[src/rtl/pipe_ctrl_pkg.sv]
`default_nettype none
// ============================================================================
// Module      : pipe_ctrl_pkg
// Description : Shared types and constants for the pipeline hazard controller.
//               - Data-memory FSM state encoding.
//               - EX operand forwarding select codes.
//               - Scoreboard entry layout.
//               - Helper that tests whether an entry writes a given register.
// Revision    : 1.0  initial release
// ============================================================================
package pipe_ctrl_pkg;

  // Register-index width held in every scoreboard entry. The top-level
  // REG_AW port width is cast into this field width.
  localparam int unsigned SB_AW = 5;

  typedef enum logic [1:0] {
    ST_RUN  = 2'd0,
    ST_WAIT = 2'd1,
    ST_ERR  = 2'd2
  } state_e;

  localparam logic [1:0] FWD_REG = 2'b00;
  localparam logic [1:0] FWD_MEM = 2'b01;
  localparam logic [1:0] FWD_WB  = 2'b10;

  typedef struct packed {
    logic             valid;
    logic [SB_AW-1:0] rs1;
    logic [SB_AW-1:0] rs2;
    logic             use1;
    logic             use2;
    logic [SB_AW-1:0] rd;
    logic             reg_write;
    logic             mem_read;
    logic             mem_write;
  } sb_entry_t;

  // True when entry e will write register idx. x0 never counts as a write.
  function automatic logic writes_reg(input sb_entry_t e, input logic [SB_AW-1:0] idx);
    return e.valid & e.reg_write & (e.rd != '0) & (e.rd == idx);
  endfunction

endpackage
`default_nettype wire

[src/rtl/hazard_fwd_unit.sv]
`default_nettype none
// ============================================================================
// Module      : hazard_fwd_unit
// Description : Purely combinational forwarding select and load-use detect.
// Ports       : ex_e/mem_e/wb_e  - scoreboard entries of the EX/MEM/WB stages
//               id_valid         - ID holds a real instruction
//               id_rs1/id_rs2    - ID source indices
//               id_use_rs1/2     - ID actually reads the source
//               fwd_a/fwd_b      - EX operand selects (REG/MEM/WB)
//               load_use         - ID needs the result of the load now in EX
// Revision    : 1.0  initial release
// ============================================================================
module hazard_fwd_unit
  import pipe_ctrl_pkg::*;
(
  input  sb_entry_t        ex_e,
  input  sb_entry_t        mem_e,
  input  sb_entry_t        wb_e,
  input  logic             id_valid,
  input  logic [SB_AW-1:0] id_rs1,
  input  logic [SB_AW-1:0] id_rs2,
  input  logic             id_use_rs1,
  input  logic             id_use_rs2,
  output logic [1:0]       fwd_a,
  output logic [1:0]       fwd_b,
  output logic             load_use
);

  logic ld_in_ex;

  // Fields not needed for forwarding or load-use matching.
  logic w_unused;
  assign w_unused = ^{ex_e.reg_write, ex_e.mem_write,
                      mem_e.rs1, mem_e.rs2, mem_e.use1, mem_e.use2,
                      mem_e.mem_read, mem_e.mem_write,
                      wb_e.rs1, wb_e.rs2, wb_e.use1, wb_e.use2,
                      wb_e.mem_read, wb_e.mem_write};

  always_comb begin
    fwd_a = FWD_REG;
    fwd_b = FWD_REG;

    // The younger producer (MEM) holds the newer value, so it is tested first.
    if (ex_e.use1 && writes_reg(mem_e, ex_e.rs1)) begin
      fwd_a = FWD_MEM;
    end else if (ex_e.use1 && writes_reg(wb_e, ex_e.rs1)) begin
      fwd_a = FWD_WB;
    end

    if (ex_e.use2 && writes_reg(mem_e, ex_e.rs2)) begin
      fwd_b = FWD_MEM;
    end else if (ex_e.use2 && writes_reg(wb_e, ex_e.rs2)) begin
      fwd_b = FWD_WB;
    end

    // A load result is only available after MEM, so an ID reader of it
    // must wait one cycle. x0 is excluded.
    ld_in_ex = ex_e.valid & ex_e.mem_read & (ex_e.rd != '0);
    load_use = id_valid & ld_in_ex &
               ((id_use_rs1 & (id_rs1 == ex_e.rd)) |
                (id_use_rs2 & (id_rs2 == ex_e.rd)));
  end

endmodule
`default_nettype wire

[src/rtl/pipeline_hazard_ctrl.sv]
`default_nettype none
// ============================================================================
// Module      : pipeline_hazard_ctrl
// Description : Central sequencer for a 5-stage RISC-V pipeline. Keeps a
//               registered scoreboard of the EX/MEM/WB occupants and drives
//               stage enables/flushes, load-use bubbles, redirect kills, EX
//               forwarding selects and the data-memory req/ack wait FSM.
// Ports       : clk, rst (sync, active high)
//               id_*            - decoded ID-stage instruction fields
//               ex_redirect     - EX resolved a taken branch/jump
//               dmem_ack        - data memory completes the current access
//               *_en            - stage register enables
//               if_id_flush, id_ex_flush - load a bubble into the stage reg
//               fwd_a, fwd_b    - EX operand selects (00 reg, 01 MEM, 10 WB)
//               dmem_req        - MEM occupant requests data memory
//               mem_err         - sticky data-memory timeout
//               stall_cycles, flush_events - present only with HAZ_PERF_CNT_EN
// Options     : HAZ_PERF_CNT_EN adds the two 32-bit performance counters.
// Revision    : 1.0  initial release
// ============================================================================
module pipeline_hazard_ctrl
  import pipe_ctrl_pkg::*;
#(
  parameter int unsigned REG_AW     = 5,
  parameter int unsigned MEM_TO_MAX = 15
) (
  input  logic              clk,
  input  logic              rst,
  input  logic              id_valid,
  input  logic [REG_AW-1:0] id_rs1,
  input  logic [REG_AW-1:0] id_rs2,
  input  logic              id_use_rs1,
  input  logic              id_use_rs2,
  input  logic [REG_AW-1:0] id_rd,
  input  logic              id_reg_write,
  input  logic              id_mem_read,
  input  logic              id_mem_write,
  input  logic              ex_redirect,
  input  logic              dmem_ack,
  output logic              pc_en,
  output logic              if_id_en,
  output logic              id_ex_en,
  output logic              ex_mem_en,
  output logic              mem_wb_en,
  output logic              if_id_flush,
  output logic              id_ex_flush,
  output logic [1:0]        fwd_a,
  output logic [1:0]        fwd_b,
  output logic              dmem_req,
  output logic              mem_err
`ifdef HAZ_PERF_CNT_EN
  ,
  output logic [31:0]       stall_cycles,
  output logic [31:0]       flush_events
`endif
);

  sb_entry_t ex_q,  ex_d;
  sb_entry_t mem_q, mem_d;
  sb_entry_t wb_q,  wb_d;
  state_e    state_q, state_d;
  logic [7:0] cnt_q, cnt_d;

  logic [7:0]       cnt_inc;
  logic             mem_access;
  logic             req_raw;
  logic             freeze;
  logic             redirect;
  logic             load_use;
  logic [1:0]       fwd_a_raw;
  logic [1:0]       fwd_b_raw;
  logic [SB_AW-1:0] id_rs1_w;
  logic [SB_AW-1:0] id_rs2_w;
  logic [SB_AW-1:0] id_rd_w;

  assign id_rs1_w = SB_AW'(id_rs1);
  assign id_rs2_w = SB_AW'(id_rs2);
  assign id_rd_w  = SB_AW'(id_rd);

  hazard_fwd_unit u_hazard_fwd (
    .ex_e       (ex_q),
    .mem_e      (mem_q),
    .wb_e       (wb_q),
    .id_valid   (id_valid),
    .id_rs1     (id_rs1_w),
    .id_rs2     (id_rs2_w),
    .id_use_rs1 (id_use_rs1),
    .id_use_rs2 (id_use_rs2),
    .fwd_a      (fwd_a_raw),
    .fwd_b      (fwd_b_raw),
    .load_use   (load_use)
  );

  // --------------------------------------------------------------------------
  // Memory wait FSM and stage control
  // --------------------------------------------------------------------------
  always_comb begin
    state_d    = state_q;
    cnt_d      = cnt_q;
    cnt_inc    = cnt_q + 8'd1;
    freeze     = 1'b0;
    mem_access = mem_q.valid & (mem_q.mem_read | mem_q.mem_write);
    req_raw    = ((state_q == ST_RUN) & mem_access) | (state_q == ST_WAIT);
    redirect   = ex_redirect & ex_q.valid;

    unique case (state_q)
      ST_RUN: begin
        // A same-cycle ack is a zero-wait access; only a miss freezes.
        if (req_raw && !dmem_ack) begin
          freeze  = 1'b1;
          state_d = ST_WAIT;
          cnt_d   = 8'd0;
        end
      end
      ST_WAIT: begin
        if (dmem_ack) begin
          // The pipeline advances in the ack cycle itself.
          state_d = ST_RUN;
          cnt_d   = 8'd0;
        end else begin
          freeze = 1'b1;
          cnt_d  = cnt_inc;
          if (cnt_inc == 8'(MEM_TO_MAX)) begin
            state_d = ST_ERR;
          end
        end
      end
      ST_ERR: begin
        freeze = 1'b1;
      end
      default: begin
        freeze  = 1'b1;
        state_d = ST_RUN;
      end
    endcase

    pc_en       = 1'b1;
    if_id_en    = 1'b1;
    id_ex_en    = 1'b1;
    ex_mem_en   = 1'b1;
    mem_wb_en   = 1'b1;
    if_id_flush = 1'b0;
    id_ex_flush = 1'b0;
    dmem_req    = req_raw;
    fwd_a       = fwd_a_raw;
    fwd_b       = fwd_b_raw;

    if (rst) begin
      pc_en       = 1'b0;
      if_id_en    = 1'b0;
      id_ex_en    = 1'b0;
      ex_mem_en   = 1'b0;
      mem_wb_en   = 1'b0;
      if_id_flush = 1'b1;
      id_ex_flush = 1'b1;
      dmem_req    = 1'b0;
      fwd_a       = FWD_REG;
      fwd_b       = FWD_REG;
    end else if (freeze) begin
      pc_en     = 1'b0;
      if_id_en  = 1'b0;
      id_ex_en  = 1'b0;
      ex_mem_en = 1'b0;
      mem_wb_en = 1'b0;
    end else if (redirect) begin
      // Kill the two younger instructions in IF/ID and ID/EX.
      if_id_flush = 1'b1;
      id_ex_flush = 1'b1;
    end else if (load_use) begin
      // Hold IF and ID, push one bubble into EX.
      pc_en       = 1'b0;
      if_id_en    = 1'b0;
      id_ex_flush = 1'b1;
    end

    // Scoreboard shifts with the stage register enables.
    ex_d  = ex_q;
    mem_d = mem_q;
    wb_d  = wb_q;
    if (id_ex_en) begin
      ex_d.valid     = id_valid & ~id_ex_flush;
      ex_d.rs1       = id_rs1_w;
      ex_d.rs2       = id_rs2_w;
      ex_d.use1      = id_use_rs1;
      ex_d.use2      = id_use_rs2;
      ex_d.rd        = id_rd_w;
      ex_d.reg_write = id_reg_write;
      ex_d.mem_read  = id_mem_read;
      ex_d.mem_write = id_mem_write;
    end
    if (ex_mem_en) begin
      mem_d = ex_q;
    end
    if (mem_wb_en) begin
      wb_d = mem_q;
    end
  end

  assign mem_err = (state_q == ST_ERR);

  always_ff @(posedge clk) begin
    if (rst) begin
      ex_q    <= '0;
      mem_q   <= '0;
      wb_q    <= '0;
      state_q <= ST_RUN;
      cnt_q   <= 8'd0;
    end else begin
      ex_q    <= ex_d;
      mem_q   <= mem_d;
      wb_q    <= wb_d;
      state_q <= state_d;
      cnt_q   <= cnt_d;
    end
  end

`ifdef HAZ_PERF_CNT_EN
  // --------------------------------------------------------------------------
  // Performance counters (wrap naturally at 2^32)
  // --------------------------------------------------------------------------
  logic [31:0] stall_q, stall_d;
  logic [31:0] flush_q, flush_d;

  always_comb begin
    stall_d = stall_q;
    flush_d = flush_q;
    if (!pc_en) begin
      stall_d = stall_q + 32'd1;
    end
    if (!freeze && redirect) begin
      flush_d = flush_q + 32'd1;
    end
  end

  always_ff @(posedge clk) begin
    if (rst) begin
      stall_q <= 32'd0;
      flush_q <= 32'd0;
    end else begin
      stall_q <= stall_d;
      flush_q <= flush_d;
    end
  end

  assign stall_cycles = stall_q;
  assign flush_events = flush_q;
`endif

endmodule
`default_nettype wire

[config.mk]
export PLATFORM = sky130hd
export DESIGN_NAME = pipeline_hazard_ctrl
export DESIGN_NICKNAME = d
export VERILOG_FILES = /design/src/rtl/pipe_ctrl_pkg.sv /design/src/rtl/hazard_fwd_unit.sv /design/src/rtl/pipeline_hazard_ctrl.sv
export SDC_FILE = /design/constraint.sdc
export NUM_CORES = 1
export LEC_CHECK = 0
export BUFFER_PORTS_ARGS = -buffer_cell sky130_fd_sc_hd__buf_2
export CORE_MARGIN = 1.5
export CORE_UTILIZATION = 55
export DETAILED_ROUTE_END_ITERATION = 10
export HOLD_SLACK_MARGIN = 0.02
export PLACE_DENSITY = 0.8
export SKIP_LAST_GASP = 1
export SYNTH_ARGS = -nofsm -noshare
export SYNTH_HDL_FRONTEND = slang
export SYNTH_SLANG_ARGS = --single-unit
[constraint.sdc]
create_clock -name clk -period 2 [get_ports clk]
set_input_delay 0.2 -clock clk [delete_from_list [all_inputs] [get_ports clk]]
set_output_delay 0.2 -clock clk [all_outputs]
set_load 0.01 [all_outputs]
==> impl_metrics.env <==
export IMPL_status="finished, final reports clean"
export IMPL_rr_startpoint="cnt_q[1]"
export IMPL_multi_input_area_sq_mm=0.00129
export IMPL_overflow=0
export IMPL_synth_top_area_share_pct=40.5
export IMPL_critPathCaptureType="output port"
export IMPL_n_antenna_cell=0
export IMPL_final_core_util_pct=66.4
export IMPL_cts_sinks=47
export IMPL_die_w_um=68.0
export IMPL_track_usage_pct=24.3
export IMPL_tritoncts="built"
export IMPL_maxSlewHeadroom_pct=76.3
export IMPL_first_iter_violations=102
export IMPL_setup_viol=0
export IMPL_ys_top_cells_by_area="dfxtp_1 (40%), nand2_1 (14%), a21oi_1 (8.8%), xnor2_1 (6.8%), xor2_1 (5.3%)"
export IMPL_worst_slew_pin_slew_ns=0.354
export IMPL_hold_violations=0
export IMPL_cp_arrival_ns=1.78
export IMPL_die_area_sq_mm=0.00463
export IMPL_synth_cells=296
export IMPL_path_class="register to output port"
export IMPL_postRouteAntennaNets=0
export IMPL_port_buffers=37
export IMPL_cellLeakagePower_uw=0.00110
export IMPL_syn_to_final_growth_pct=15.0
export IMPL_worstPathMaxFanout=2
export IMPL_hold_start="id_rd[2]"
export IMPL_cts_max_path_buffers=2
export IMPL_cts_hold_buf=0
export IMPL_post_route_period_util_pct=98.9
export IMPL_antenna_found_initial=0
export IMPL_fillers=342
export IMPL_peakVddDrop_uv=435
export IMPL_synth_area_sq_mm=0.00232
export IMPL_synth_nets=323
export IMPL_maxCapViolCount=0
export IMPL_num_vias=2140
export IMPL_crit_path_start_kind="register"
export IMPL_core_area_sq_mm=0.00403
export IMPL_gp_congestion=0.798
export IMPL_rsz0062_at_grt="true"
export IMPL_fin_worst_skew_ns=0.00518
export IMPL_fin_nets=357
export IMPL_dr_pass1_iters=4
export IMPL_ys_types=41
export IMPL_yosysWarningCount=0
export IMPL_crit_start="mem_q[5]"
export IMPL_die_y_um=68.0
export IMPL_drc=0
export IMPL_drv_slew=0
export IMPL_grt_pass1_vias=1872
export IMPL_wire_per_inst_um=13.8
export IMPL_clkLatencyLatePin_ns=0.29
export IMPL_clkTransAtPathRegs_ns=0.08
export IMPL_fp_row_count=23
export IMPL_top_level_ports=38
export IMPL_clock_tree_root_cell="clkbuf_8"
export IMPL_drive_above_1_share_pct=19.0
export IMPL_post_dp_hpwl_um=3810
export IMPL_synth_ff_latch_count=47
export IMPL_min_path_type="primary input to register"
export IMPL_min_period_ns=1.98
export IMPL_initial_core_util_pct=57.7
export IMPL_max_freq_mhz=505
export IMPL_viasPerCell=5.62
export IMPL_critical_path_required_ns=1.80
export IMPL_seqCellArea_sq_um=951
export IMPL_yosysTopAreaCell="dfxtp_1"
export IMPL_grt_pass1_wl_um=8540
export IMPL_power_density_mw_per_mm2=659
export IMPL_yosysSeqAreaShare_pct=40.5
export IMPL_syn_area_per_cell_sq_um=7.85
export IMPL_htree_levels=2
export IMPL_power_uw=1760
export IMPL_grt_max_degree=38
export IMPL_numCtsBuffers=5
export IMPL_routed_wl_um=5260
## critical path: stages (launching register included)
cell and delay [ns]:
dfxtp_4 0.35, or4_1 0.52, o211ai_1 0.21, nor3_1 0.08, nor3b_1 0.17, buf_2 0.16
## sequential cells by signal, summed over array words and instances (netlist names)
signal	flops
state_q	2
cnt_q	8
ex_q	21
mem_q	9
wb_q	7
## timing repair
item                       4_1_cts  5_1_grt
hold endpoints to repair         0        0
buffers inserted                 3        0
pin swaps                        4        3
setup endpoints to repair        2        7
gates resized for setup          4        4
## synthesized netlist by cell type
| cell type | count |
|---|---|
| o211a_1 | 2 |
| nand3_1 | 6 |
| nor4b_1 | 1 |
| xnor2_1 | 18 |
| buf_4 | 4 |
| nor2_1 | 5 |
| and4_2 | 1 |
| or4_1 | 3 |
| o21ai_0 | 5 |
| nor3b_1 | 1 |
| o2111a_1 | 1 |
| clkbuf_1 | 8 |
| a311oi_1 | 5 |
| ha_1 | 2 |
| or2b_1 | 1 |
| o21a_1 | 2 |
| a31oi_1 | 2 |
| nor3_1 | 6 |
| or3b_2 | 1 |
| and2_1 | 1 |
| nor4_1 | 4 |
| and3_1 | 1 |
| a21oi_1 | 41 |
| nand3_2 | 1 |
| o211ai_1 | 1 |
| o31ai_1 | 1 |
| a221oi_1 | 1 |
| buf_2 | 8 |
| o31a_1 | 1 |
| dfxtp_1 | 47 |
| a41oi_1 | 2 |
| a211oi_1 | 1 |
| nand2_1 | 84 |
| nand2b_1 | 2 |
| xor2_1 | 14 |
| o22ai_1 | 1 |
| nor2b_1 | 1 |
| o2bb2ai_1 | 1 |
| inv_1 | 4 |
| a21o_1 | 1 |
| nand4_1 | 4 |
## logic make-up after synthesis
logic type	count (synthesis)	share of synthesized area, %
buffers and inverters	24	4.95
flip-flops	47	40.5
AND/OR/NAND/NOR	123	23.7
AO/OA/AOI/OAI	68	17.8
adder cells (fa/ha/maj)	2	1.08
XOR/XNOR	32	12.1
## through the flow
| stage | setup TNS, ns | cells | area [sq um] | hold WS, ns | setup slack (ns) |
|---|---|---|---|---|---|
| after floorplan | 0 | 296 | 2320 | 0.336 | 0.171 |
| after detailed placement | 0 | 370 | 2550 | 0.451 | 0.0816 |
| after global placement | 0 | 370 | 2550 | 0.441 | 0.145 |
| after global routing | -0.100 | 381 | 2670 | 0.138 | -0.0633 |
| final | 0 | 381 | 2670 | 0.141 | 0.0217 |
| after CTS | -0.0259 | 381 | 2660 | 0.140 | -0.0259 |
## area by class of cell
cell class              instances  area share (%)
multi-input cells             225            48.3
flip-flops and latches         47            35.6
repair buffers                 47            10.2
clock buffers                   7            2.85
well taps                      50            2.34
inverters                       4           0.562
clock inverters                 1           0.187
## where the power goes
| part | total [uW] | internal [uW] | switching (uW) |
|---|---|---|---|
| clock | 543 | 246 | 297 |
| combinational | 202 | 96.6 | 105 |
| sequential | 1020 | 972 | 44.9 |
| total | 1760 | 1310 | 447 |
## per-layer routing
| layer | GRT usage [%] | vias to the layer above | share of wire [%] |
|---|---|---|---|
| met5 | 0 | - | 0 |
| met4 | 6.00 | 0 | 1.0 |
| met3 | 3.45 | 5 | 2.9 |
| met2 | 43.3 | 36 | 52 |
| met1 | 30.6 | 1017 | 44 |
| li1 | - | 1082 | - |
## worst paths after layout
kind	endpoint	slack, ns	cells past startpoint
setup / recovery	fwd_b[1]	0.02	5
hold / removal	ex_q[5]	0.14	3
setup reg to reg	state_q[0]	0.12	5
hold reg to reg	mem_q[1]	0.46	2
## cell usage in the layout (no fill, tap or decap), drive strengths merged, types with 3 or more instances in the layout
cell type and instances:
xnor2 18, o21ai 5, buf 47, a21oi 41, nor4 4, inv 4, nand2 84, xor2 14
nand4 4, dfxtp 47, nor3 6, clkbuf 7, nand3 7, a311oi 5, nor2 5, or4 3
(Power assumes the default switching activity.)
